## config.mk

```make
export PLATFORM = sky130hd
export DESIGN_NAME = acc_seq_unit
export DESIGN_NICKNAME = d
export VERILOG_FILES = /design/src/rtl/acc_pkg.sv /design/src/rtl/acc_flags.sv /design/src/rtl/acc_seq_unit.sv
export SDC_FILE = /design/constraint.sdc
export NUM_CORES = 1
export LEC_CHECK = 0
export ABC_AREA = 1
export BUFFER_PORTS_ARGS = -buffer_cell sky130_fd_sc_hd__clkbuf_2
export CELL_PAD_IN_SITES_DETAIL_PLACEMENT = 1
export CELL_PAD_IN_SITES_GLOBAL_PLACEMENT = 2
export CORE_MARGIN = 8
export CORE_UTILIZATION = 31
export CTS_BUF_LIST = sky130_fd_sc_hd__clkbuf_4 sky130_fd_sc_hd__clkbuf_8
export CTS_CLUSTER_SIZE = 30
export DETAILED_ROUTE_END_ITERATION = 10
export GPL_TIMING_DRIVEN = 0
export MAX_ROUTING_LAYER = met4
export PLACE_DENSITY_LB_ADDON = 0.2
export SYNTH_ARGS = -nofsm -noshare
export SYNTH_HDL_FRONTEND = slang
export SYNTH_SLANG_ARGS = --single-unit
```

## constraint.sdc

```tcl
create_clock -name clk -period 2.4 [get_ports clk]
set_input_delay 0.24 -clock clk [delete_from_list [all_inputs] [get_ports clk]]
set_output_delay 0.24 -clock clk [all_outputs]
set_load 0.005 [all_outputs]
```

## src/rtl/acc_pkg.sv

```systemverilog
// Shared constants for the accumulator/sequencer: datapath width, opcodes,
// FSM state encoding and the MUL iteration count.
package acc_pkg;

  localparam int WIDTH      = 8;
  localparam int MUL_CYCLES = 8;
  localparam int CNT_W      = 3;

  localparam logic [1:0] OP_LOAD = 2'b00;
  localparam logic [1:0] OP_ADD  = 2'b01;
  localparam logic [1:0] OP_SUB  = 2'b10;
  localparam logic [1:0] OP_MUL  = 2'b11;

  typedef enum logic [1:0] {
    S_IDLE = 2'd0,
    S_EXEC = 2'd1,
    S_MUL  = 2'd2,
    S_DONE = 2'd3
  } state_e;

  // Two's-complement negate, mod 2^WIDTH; feeds the adder for SUB.
  function automatic logic [WIDTH-1:0] neg2c(input logic [WIDTH-1:0] v);
    return (~v) + WIDTH'(1);
  endfunction

endpackage

```

## src/rtl/acc_flags.sv

```systemverilog
// Carry/borrow and signed-overflow flags for one ADD or SUB step through the
// external adder. LOAD and MUL report C=V=0.
module acc_flags
  import acc_pkg::*;
(
  input  logic [1:0]       op,
  input  logic [WIDTH-1:0] a,
  input  logic [WIDTH-1:0] b,
  input  logic [WIDTH-1:0] c,
  input  logic [WIDTH-1:0] operand,
  output logic             carry,
  output logic             ovf
);

  logic signed [WIDTH:0] ssum;

  always_comb begin
    ssum  = $signed({a[WIDTH-1], a}) + $signed({b[WIDTH-1], b});
    carry = 1'b0;
    ovf   = 1'b0;
    case (op)
      OP_ADD: begin
        // The wrapped sum falls below an addend exactly when a carry left the MSB.
        carry = (c < a);
        ovf   = (ssum[WIDTH] != ssum[WIDTH-1]);
      end
      OP_SUB: begin
        carry = (a < operand);
        ovf   = (a[WIDTH-1] != operand[WIDTH-1]) && (c[WIDTH-1] != a[WIDTH-1]);
      end
      default: begin
        carry = 1'b0;
        ovf   = 1'b0;
      end
    endcase
  end

endmodule

```

## src/rtl/acc_seq_unit.sv

```systemverilog
// Accumulator/sequencer wrapped around an external 8-bit adder: LOAD/ADD/SUB
// in one cycle, shift-add MUL in 8. Define ACC_SAT_EN to saturate ADD/SUB on overflow.
module acc_seq_unit #(
  parameter int WIDTH = acc_pkg::WIDTH
) (
  input  logic             clk,
  input  logic             rst,
  input  logic             in_valid,
  output logic             in_ready,
  input  logic [1:0]       in_op,
  input  logic [WIDTH-1:0] in_data,
  output logic             out_valid,
  input  logic             out_ready,
  output logic [WIDTH-1:0] result,
  output logic             flag_z,
  output logic             flag_n,
  output logic             flag_c,
  output logic             flag_v,
  output logic [WIDTH-1:0] add_a,
  output logic [WIDTH-1:0] add_b,
  input  logic [WIDTH-1:0] add_c
);

  import acc_pkg::*;

  state_e             state, state_nxt;
  logic [1:0]         op_q;
  logic [WIDTH-1:0]   operand_q;
  logic [WIDTH-1:0]   acc;
  logic [WIDTH-1:0]   prod, mcand, mplier;
  logic [CNT_W-1:0]   cnt;
  logic               cmd_hs;
  logic               mul_last;
  logic               exec_c, exec_v;
  logic [WIDTH-1:0]   exec_raw, exec_val;

`ifdef ACC_SAT_EN
  function automatic logic [WIDTH-1:0] sat_val(input logic [WIDTH-1:0] pre_acc);
    return pre_acc[WIDTH-1] ? {1'b1, {(WIDTH-1){1'b0}}} : {1'b0, {(WIDTH-1){1'b1}}};
  endfunction
`endif

  assign cmd_hs   = in_valid & in_ready;
  assign mul_last = (cnt == CNT_W'(MUL_CYCLES - 1));
  assign result   = acc;

  acc_flags u_flags (
    .op      (op_q),
    .a       (acc),
    .b       (add_b),
    .c       (add_c),
    .operand (operand_q),
    .carry   (exec_c),
    .ovf     (exec_v)
  );

  always_comb begin
    exec_raw = (op_q == OP_LOAD) ? operand_q : add_c;
    exec_val = exec_raw;
`ifdef ACC_SAT_EN
    if (exec_v && ((op_q == OP_ADD) || (op_q == OP_SUB)))
      exec_val = sat_val(acc);
`endif
  end

  // State register
  always_ff @(posedge clk or posedge rst) begin
    if (rst) state <= S_IDLE;
    else     state <= state_nxt;
  end

  // Next-state logic
  always_comb begin
    state_nxt = state;
    case (state)
      S_IDLE: if (cmd_hs) state_nxt = (in_op == OP_MUL) ? S_MUL : S_EXEC;
      S_EXEC: state_nxt = S_DONE;
      S_MUL:  if (mul_last) state_nxt = S_DONE;
      S_DONE: if (out_ready) state_nxt = S_IDLE;
      default: state_nxt = S_IDLE;
    endcase
  end

  // Outputs: handshake signals and adder operands; the adder idles at 0+0
  always_comb begin
    in_ready  = (state == S_IDLE);
    out_valid = (state == S_DONE);
    add_a     = '0;
    add_b     = '0;
    case (state)
      S_EXEC: begin
        if (op_q == OP_ADD) begin
          add_a = acc;
          add_b = operand_q;
        end else if (op_q == OP_SUB) begin
          add_a = acc;
          add_b = neg2c(operand_q);
        end
      end
      S_MUL: begin
        add_a = prod;
        add_b = mplier[0] ? mcand : '0;
      end
      default: begin
        add_a = '0;
        add_b = '0;
      end
    endcase
  end

  // Datapath: command latch, MUL work registers, accumulator and flags
  always_ff @(posedge clk or posedge rst) begin
    if (rst) begin
      op_q      <= OP_LOAD;
      operand_q <= '0;
      acc       <= '0;
      prod      <= '0;
      mcand     <= '0;
      mplier    <= '0;
      cnt       <= '0;
      flag_z    <= 1'b0;
      flag_n    <= 1'b0;
      flag_c    <= 1'b0;
      flag_v    <= 1'b0;
    end else begin
      case (state)
        S_IDLE: begin
          if (cmd_hs) begin
            op_q      <= in_op;
            operand_q <= in_data;
            prod      <= '0;
            mcand     <= acc;
            mplier    <= in_data;
            cnt       <= '0;
          end
        end
        S_EXEC: begin
          acc    <= exec_val;
          flag_z <= (exec_val == '0);
          flag_n <= exec_val[WIDTH-1];
          flag_c <= exec_c;
          flag_v <= exec_v;
        end
        S_MUL: begin
          prod   <= add_c;
          mcand  <= mcand << 1;
          mplier <= mplier >> 1;
          cnt    <= cnt + CNT_W'(1);
          if (mul_last) begin
            acc    <= add_c;
            flag_z <= (add_c == '0);
            flag_n <= add_c[WIDTH-1];
            flag_c <= 1'b0;
            flag_v <= 1'b0;
          end
        end
        default: begin
        end
      endcase
    end
  end

endmodule

```

## Word-level counts from Yosys, hierarchy flattened

Cells that the tools add are included.
W data, S select, Z words.

- Add/sub/neg operators: 3
- $lt $le $gt $ge: 2
- Muxes and demuxes: 32
- Reductions and logical operators: 11
- Bitwise operators: 2
- Equal/unequal tests: 13

Operator list:

| operator | number |
|---|---|
| $pmux W8 S2 | 6 |
| $mux W8 | 10 |
| $logic_not A8 Y1 | 2 |
| $lt A8 B8 Y1 | 2 |
| $pmux W1 S2 | 6 |
| $add A8 B8 Y9 | 1 |
| $add A8 B1 Y8 const B | 1 |
| $eq A2 B2 Y1 const B | 4 |
| $mux W2 | 4 |
| $not A8 Y8 | 1 |
| $pmux W2 S4 | 1 |
| $pmux W3 S2 | 1 |
| $reduce_and A2 Y1 | 3 |
| $eq A2 B1 Y1 const B | 2 |
| $logic_not A2 Y1 | 2 |
| $ne A2 B1 Y1 const B | 2 |
| $reduce_bool A2 Y1 | 2 |
| $add A3 B1 Y3 const B | 1 |
| $eq A3 B3 Y1 const B | 1 |
| $mux W1 | 3 |
| $mux W3 | 1 |
| $ne A1 B1 Y1 | 3 |
| $reduce_and A3 Y1 | 1 |
| $ne A2 B2 Y1 const B | 1 |
| 2 further kinds | 2 |

- Logic and storage cells: 75
- Register bits after elaboration: 51
- Input port bits: 22
- Output and inout port bits: 30

## Longest topological paths before layout

- Depth in word-level cells: 9
- Gate-level depth with buffers: 23
- Mapped depth without buffers: 22

## Cells and area by module

A second synthesis with hierarchy kept.

- Cells, all modules: 500
- Area total of the unflattened synthesis: 3530.9 µm²

Modules (own cells, without submodules):

| module | times used | cells an instance | area an instance (µm²) | sequential area each (µm²) |
|---|---|---|---|---|
| acc_seq_unit | 1 | 389 | 2856.5 | 1251.2 |
| acc_flags | 1 | 111 | 674.4 | 0.0 |

## Worst setup path after synthesis

No wires, ideal clock.

- Kind: register to register
- Start point: register state[0]
- End point: register flag_v
- Setup time: 0.116 ns
- Setup slack: -0.222 ns
- Period minus slack after synthesis: 2.622 ns
- Arrival: 2.505 ns
- Cell stages (with the launch flop): 19
- Buffers on the path: 2
- Data required time: 2.284 ns
- Cells stage by stage: dfrtp_1 -> inv_1 -> ha_1 -> buf_6 -> buf_2 -> nand2_1 -> inv_1 -> nand2_1 -> a21oi_1 -> ha_1 -> a21oi_2 -> a21oi_1 -> or2_1 -> a21oi_2 -> nand3_1 -> nand3_1 -> nand2_1 -> nand2_1 -> nand2_1

- Word-level cells in the longest chain between the ends: 6
- Elaborated cells on any way between the ends: 10
- Those cells by class: add/sub: 1; eq/ne: 4; mux: 3; reduce/logical: 2

Ends and longest elaborated chain:

| what | line | RTL |
|---|---|---|
| start, declared | acc_seq_unit.sv:26 | `state_e state, state_nxt;` |
| start signal, assigned | acc_seq_unit.sv:69 | `else state <= state_nxt;` |
| $eq A2 B2 Y1 / $eq A2 B1 Y1 (equally long branches) | acc_seq_unit.sv:90 | `case (state)` |
| $pmux W8 S2 (*) | acc_seq_unit.sv:90 |  |
| named net add_b[5] | acc_seq_unit.sv:20 | `output logic [WIDTH-1:0] add_b,` |
| $add A8 B8 Y9 (*) | acc_flags.sv:18 | `ssum = $signed({a[WIDTH-1], a}) + $signed({b[WIDTH-1], b});` |
| $ne A1 B1 Y1 (*) | acc_flags.sv:25 | `ovf = (ssum[WIDTH] != ssum[WIDTH-1]);` |
| $pmux W1 S2 (*) | acc_flags.sv:21 | `case (op)` |
| $pmux W1 S2 (*) | acc_seq_unit.sv:126 | `case (state)` |
| end signal, assigned | acc_seq_unit.sv:142 | `flag_v <= exec_v;` |
| end, declared | acc_seq_unit.sv:18 | `output logic flag_v,` |

Mark *: on every way through the listed nets, which the timed path passes. The rest lies on a longest branch.
A chain may end at the register's enable or synchronous reset.

## Worst setup path in the final report

- Start point: register operand_q[0]
- End point: register flag_v

- Word-level cells in the longest chain between the ends: 9

Ends and longest elaborated chain:

| what | line | RTL |
|---|---|---|
| start, declared | acc_seq_unit.sv:28 | `logic [WIDTH-1:0] operand_q;` |
| start signal, assigned | acc_seq_unit.sv:130 | `operand_q <= in_data;` |
| $not A8 Y8 | acc_pkg.sv:23 | `return (~v) + WIDTH'(1);` |
| $add A8 B1 Y8 | acc_pkg.sv:23 |  |
| $mux W8 | acc_seq_unit.sv:95 | `end else if (op_q == OP_SUB) begin` |
| $mux W8 (*) | acc_seq_unit.sv:92 | `if (op_q == OP_ADD) begin` |
| $pmux W8 S2 (*) | acc_seq_unit.sv:90 |  |
| $add A8 B8 Y9 (*) | acc_flags.sv:18 |  |
| $ne A1 B1 Y1 (*) | acc_flags.sv:25 |  |
| $pmux W1 S2 (*) | acc_flags.sv:21 |  |
| $pmux W1 S2 (*) | acc_seq_unit.sv:126 |  |

Every way passes the cells marked *; elsewhere a longest branch is shown, timed or not.

==> metrics.md <==
| Metric | Value |
|---|---|
| Core Box Area | between 0.01 and 0.015 mm² |
| Final min period | roughly 2.7 ns |
| Violated checks | negative setup slack |
| GPL Wtd Cong | approximately 0.85 |
| Worst hold start | in_op[1] |
| Pleak | 2.21 nW |
| Adder-Cell Fraction of Synth Area | 0.116 |
| Setup Skew | between 0.006 and 0.007 ns |
| Area leader, netlist | dfrtp_1 |
| Global-route wire length before repair | 21.2 mm |
| Final wirelength | 13.3 mm |
| Row cnt | 38 |
| PwrDens | between 1500 and 2000 mW/mm² |
| Clock latency at the later pin of the worst-skew pair | 0.32 ns |
| Distinct cell type count after synthesis | 37 |
| H-tree Lvls | 2 |
| Mux contribution to synthesized area | 0.00290 |
| DP Wirelength | between 9 and 10 mm |
| Die W | 122 µm |
| Seq/Total Area, Yosys | 0.362 |
| Post-synth top cells | nand2_1, inv_1, dfrtp_1 |
| Final WS setup | -0.267 ns |
| DRT iter0 DRCs | approximately 180 |
| Synthesized netlist cell count | between 400 and 500 |
| Buf/Inv on CP | 1 |
| # port buffers | between 50 and 60 |
| DR vias/cell | ~5 |
| Reg2reg end | flag_v |
| RSZ-0062 raised after global routing | true |
| Post-synthesis area per instance | around 7.5 µm² |
| EDFF count, synth | 0 |
| Most numerous cell in the Yosys netlist | nand2_1 |
| WL/cell | 19.2 µm |
| CTS Buffer Depth | 2 |
| Outcome | finished, violations left |
| Initial Util | 0.319 |
| Reg2reg start | operand_q[0] |
| Worst path required time | between 2 and 3 ns |
| Netlist Area Pre-Place | around 0.0035 mm² |
| Critical path class | flip-flop to flip-flop |
| Area of the multi-input gates | 0.00205 mm² |
| Antenna Nets Post-Route | 0 |
| DR pass1 iterations | 4 |
| Setup violation total in the final timing report | 1 |
| Simple-gate area share of the yosys netlist | 0.242 |
| Largest family of logic cells by synthesized area | simple AND/OR/NAND/NOR gates |
| Reg area | 0.00125 mm² |
| Crit-path max FO | 4 |
| Fill cells | roughly 1300 |
| Post-synthesis compound-gate area fraction | 0.173 |
| Post-synth ARST share | 1.00 |
| Die ar. | 0.0148 mm² |
| Via count | roughly 3500 |
| Startpoint types | flip-flop |
| Slowest CP cell | dfrtp_2 |
| Clock root buffer master | clkbuf_8 |
| Post-synthesis xor/xnor area fraction | 0 |
| Final nets | 606 |
| Largest delay contributor family on the critical path | simple AND/OR/NAND/NOR gates |
| TritonCTS clock tree | yes |
| Vias in the first global route | approximately 3800 |
| Remaining Overflow, GRT | 0 |
| Clock transition at path regs | around 0.10 ns |
| CTS Buf Count | 5 |
| Final Cycle Share | 1.11 |
| Hold depth | 3 |
| Final count of pins violating max slew | 0 |
| CP dominant cell by count | nand2_2 |
| Core Util, Final | 0.418 |
| Initial antenna violation count | 0 |
| Syn_nets | about 520 |
| Critical path's largest stage delay | ~0.46 ns |
| Yosys warns | 0 |
| Flops & latches, synth | 50 |
| DP Cell Count | about 650 |
| Slew HR | 0.598 |
| I/O pin cnt | 52 |
| Final cell count without fillers | approximately 700 |
| Max-cap violations | 0 |
| # diodes | 0 |
| Top-area cell type share of the netlist area | 0.362 |
| Residual DRC count | 0 |
| Final Hold Vio Count | 0 |
| Worst-margin pin slew | ~0.6 ns |
| GR Util All Layers | 0.190 |
| Area growth syn-to-layout | 31.1% |
| Synth top area cells | dfrtp_1, nand2_1, ha_1 |
| Clock tree sinks | 50 |
| WP data arrival | 2.89 ns |
| Reg2Reg Depth | 16 |
| Max VDD drop | ~0.63 mV |
| Overall die height | about 120 µm |
| Crit end category | flip-flop |
| Crit-path cells | nor3_4, inv_2, nor3_4, nand3b_1, nand3_2, a21oi_4, ha_4, a21oi_4, a21oi_1, or2_1, a21oi_2, nand3_1, nand3_2, nand2_2, nand2_2, nand2_2 |
| Hold Path End | op_q[1] |
| Worst hold-check path type | input pin to flip-flop |
| Largest net degree at the start of global routing | 37 |
| FMAX | approximately 370 MHz |
| Layout cells sized above 1 | 0.289 |
| Synth Flop Type | dfrtp_1 |
| R2r setup slk | -0.27 ns |
## where the power goes
part	switching, mW	internal [mW]	total, mW
clock network	0.313	0.336	0.648
registers	0.537	1.26	1.80
logic	2.62	1.86	4.48
total	3.47	3.46	6.93
## metal layers
metal | vias to the layer above | global-route usage | share of wire
li1 | 1711 | - | -
met1 | 1748 | 0.241 | 0.46
met2 | 63 | 0.307 | 0.49
met3 | 17 | 0.0264 | 0.030
met4 | 0 | 0.0609 | 0.028
met5 | - | - | 0
## final cells by class
class,count,share of cell area
Buffer,18,0.0274
Clock buffer,7,0.0185
Clock inverter,1,0.00663
Inverter,65,0.0578
Multi-Input combinational cell,327,0.453
Sequential cell,50,0.277
Tap cell,140,0.0387
Timing Repair Buffer,85,0.121
## cells by family (layout without fill, tap and decap cells)
| group | Yosys count | count (layout) |
|---|---|---|
| buf+inv | 85 | 176 |
| compound gates | 104 | 104 |
| flops | 50 | 50 |
| mux | 1 | 1 |
| simple gates | 190 | 190 |
| fa+ha+maj | 32 | 32 |
## per-stage QoR
step           hold slack, ns  area, µm²  setup WS (ns)  power (mW)  TNS, ns
2_1_floorplan           0.361       3490        0.00283        4.10        0
3_3_place_gp            0.471       3920         -0.540        5.33   -0.540
3_5_place_dp            0.220       3940         -0.600        5.46   -0.600
4_1_cts                 0.142       4450         -0.233        6.79   -0.233
5_1_grt                 0.161       4530         -0.410        7.58   -0.481
6_report                0.139       4530         -0.267        6.93   -0.267
## tightest hold or removal path, delay by kind of cell
| family | cells | cell delay [ns] |
|---|---|---|
| buffers and inverters | 1 | 0.09 |
| AO/OA/AOI/OAI | 1 | 0.05 |
| AND/OR/NAND/NOR | 1 | 0.04 |
## registers in the layout, summed over array words and instances (netlist names)
register   count
flag_z         1
mcand          8
flag_c         1
op_q           2
cnt            3
prod           8
flag_v         1
flag_n         1
state          2
result         7
operand_q      8
mplier         8
## worst max path at each step
| stage | startpoint | endpoint | slack (ns) | cells after the start |
|---|---|---|---|---|
| 2_1_floorplan | state[0] | flag_v | 0.003 | 18 |
| 3_3_place_gp | state[1] | flag_v | -0.54 | 15 |
| 3_5_place_dp | state[1] | flag_v | -0.60 | 15 |
| 4_1_cts | operand_q[1] | flag_v | -0.23 | 18 |
| 5_1_grt | operand_q[0] | flag_v | -0.41 | 17 |
| 6_report | operand_q[0] | flag_v | -0.27 | 16 |
## timing repair
item,CTS,global route
gates resized for setup,46,12
endpoints found under the setup margin,7,3
pin swaps,26,17
buffers inserted,29,3
hold buffers,1,0
hold endpoints to repair,14,0
## cells in the final DEF (no fill, tap or decap), types with 3 or more instances in the layout
cell type | netlist | final
o21ai_0 | 34 | 32
clkbuf_2 | 0 | 51
nand3_1 | 28 | 23
ha_1 | 32 | 24
buf_2 | 6 | 4
nand2_4 | 3 | 3
a22oi_1 | 4 | 4
dfrtp_1 | 50 | 47
clkbuf_4 | 0 | 3
o21ai_1 | 2 | 3
inv_2 | 3 | 12
a21oi_1 | 35 | 29
nor2_1 | 25 | 25
nand3_2 | 1 | 6
clkbuf_1 | 10 | 7
ha_4 | 0 | 8
a21oi_2 | 2 | 6
nor3_4 | 0 | 3
nand4_1 | 3 | 3
a21oi_4 | 1 | 3
a31oi_1 | 15 | 15
buf_6 | 2 | 4
nand2_1 | 117 | 113
inv_1 | 60 | 49
buf_4 | 2 | 30
o22ai_1 | 3 | 3
clkbuf_8 | 0 | 6
dfrtp_2 | 0 | 3
nand2_2 | 0 | 4
Power figures use the tool's default switching activity.
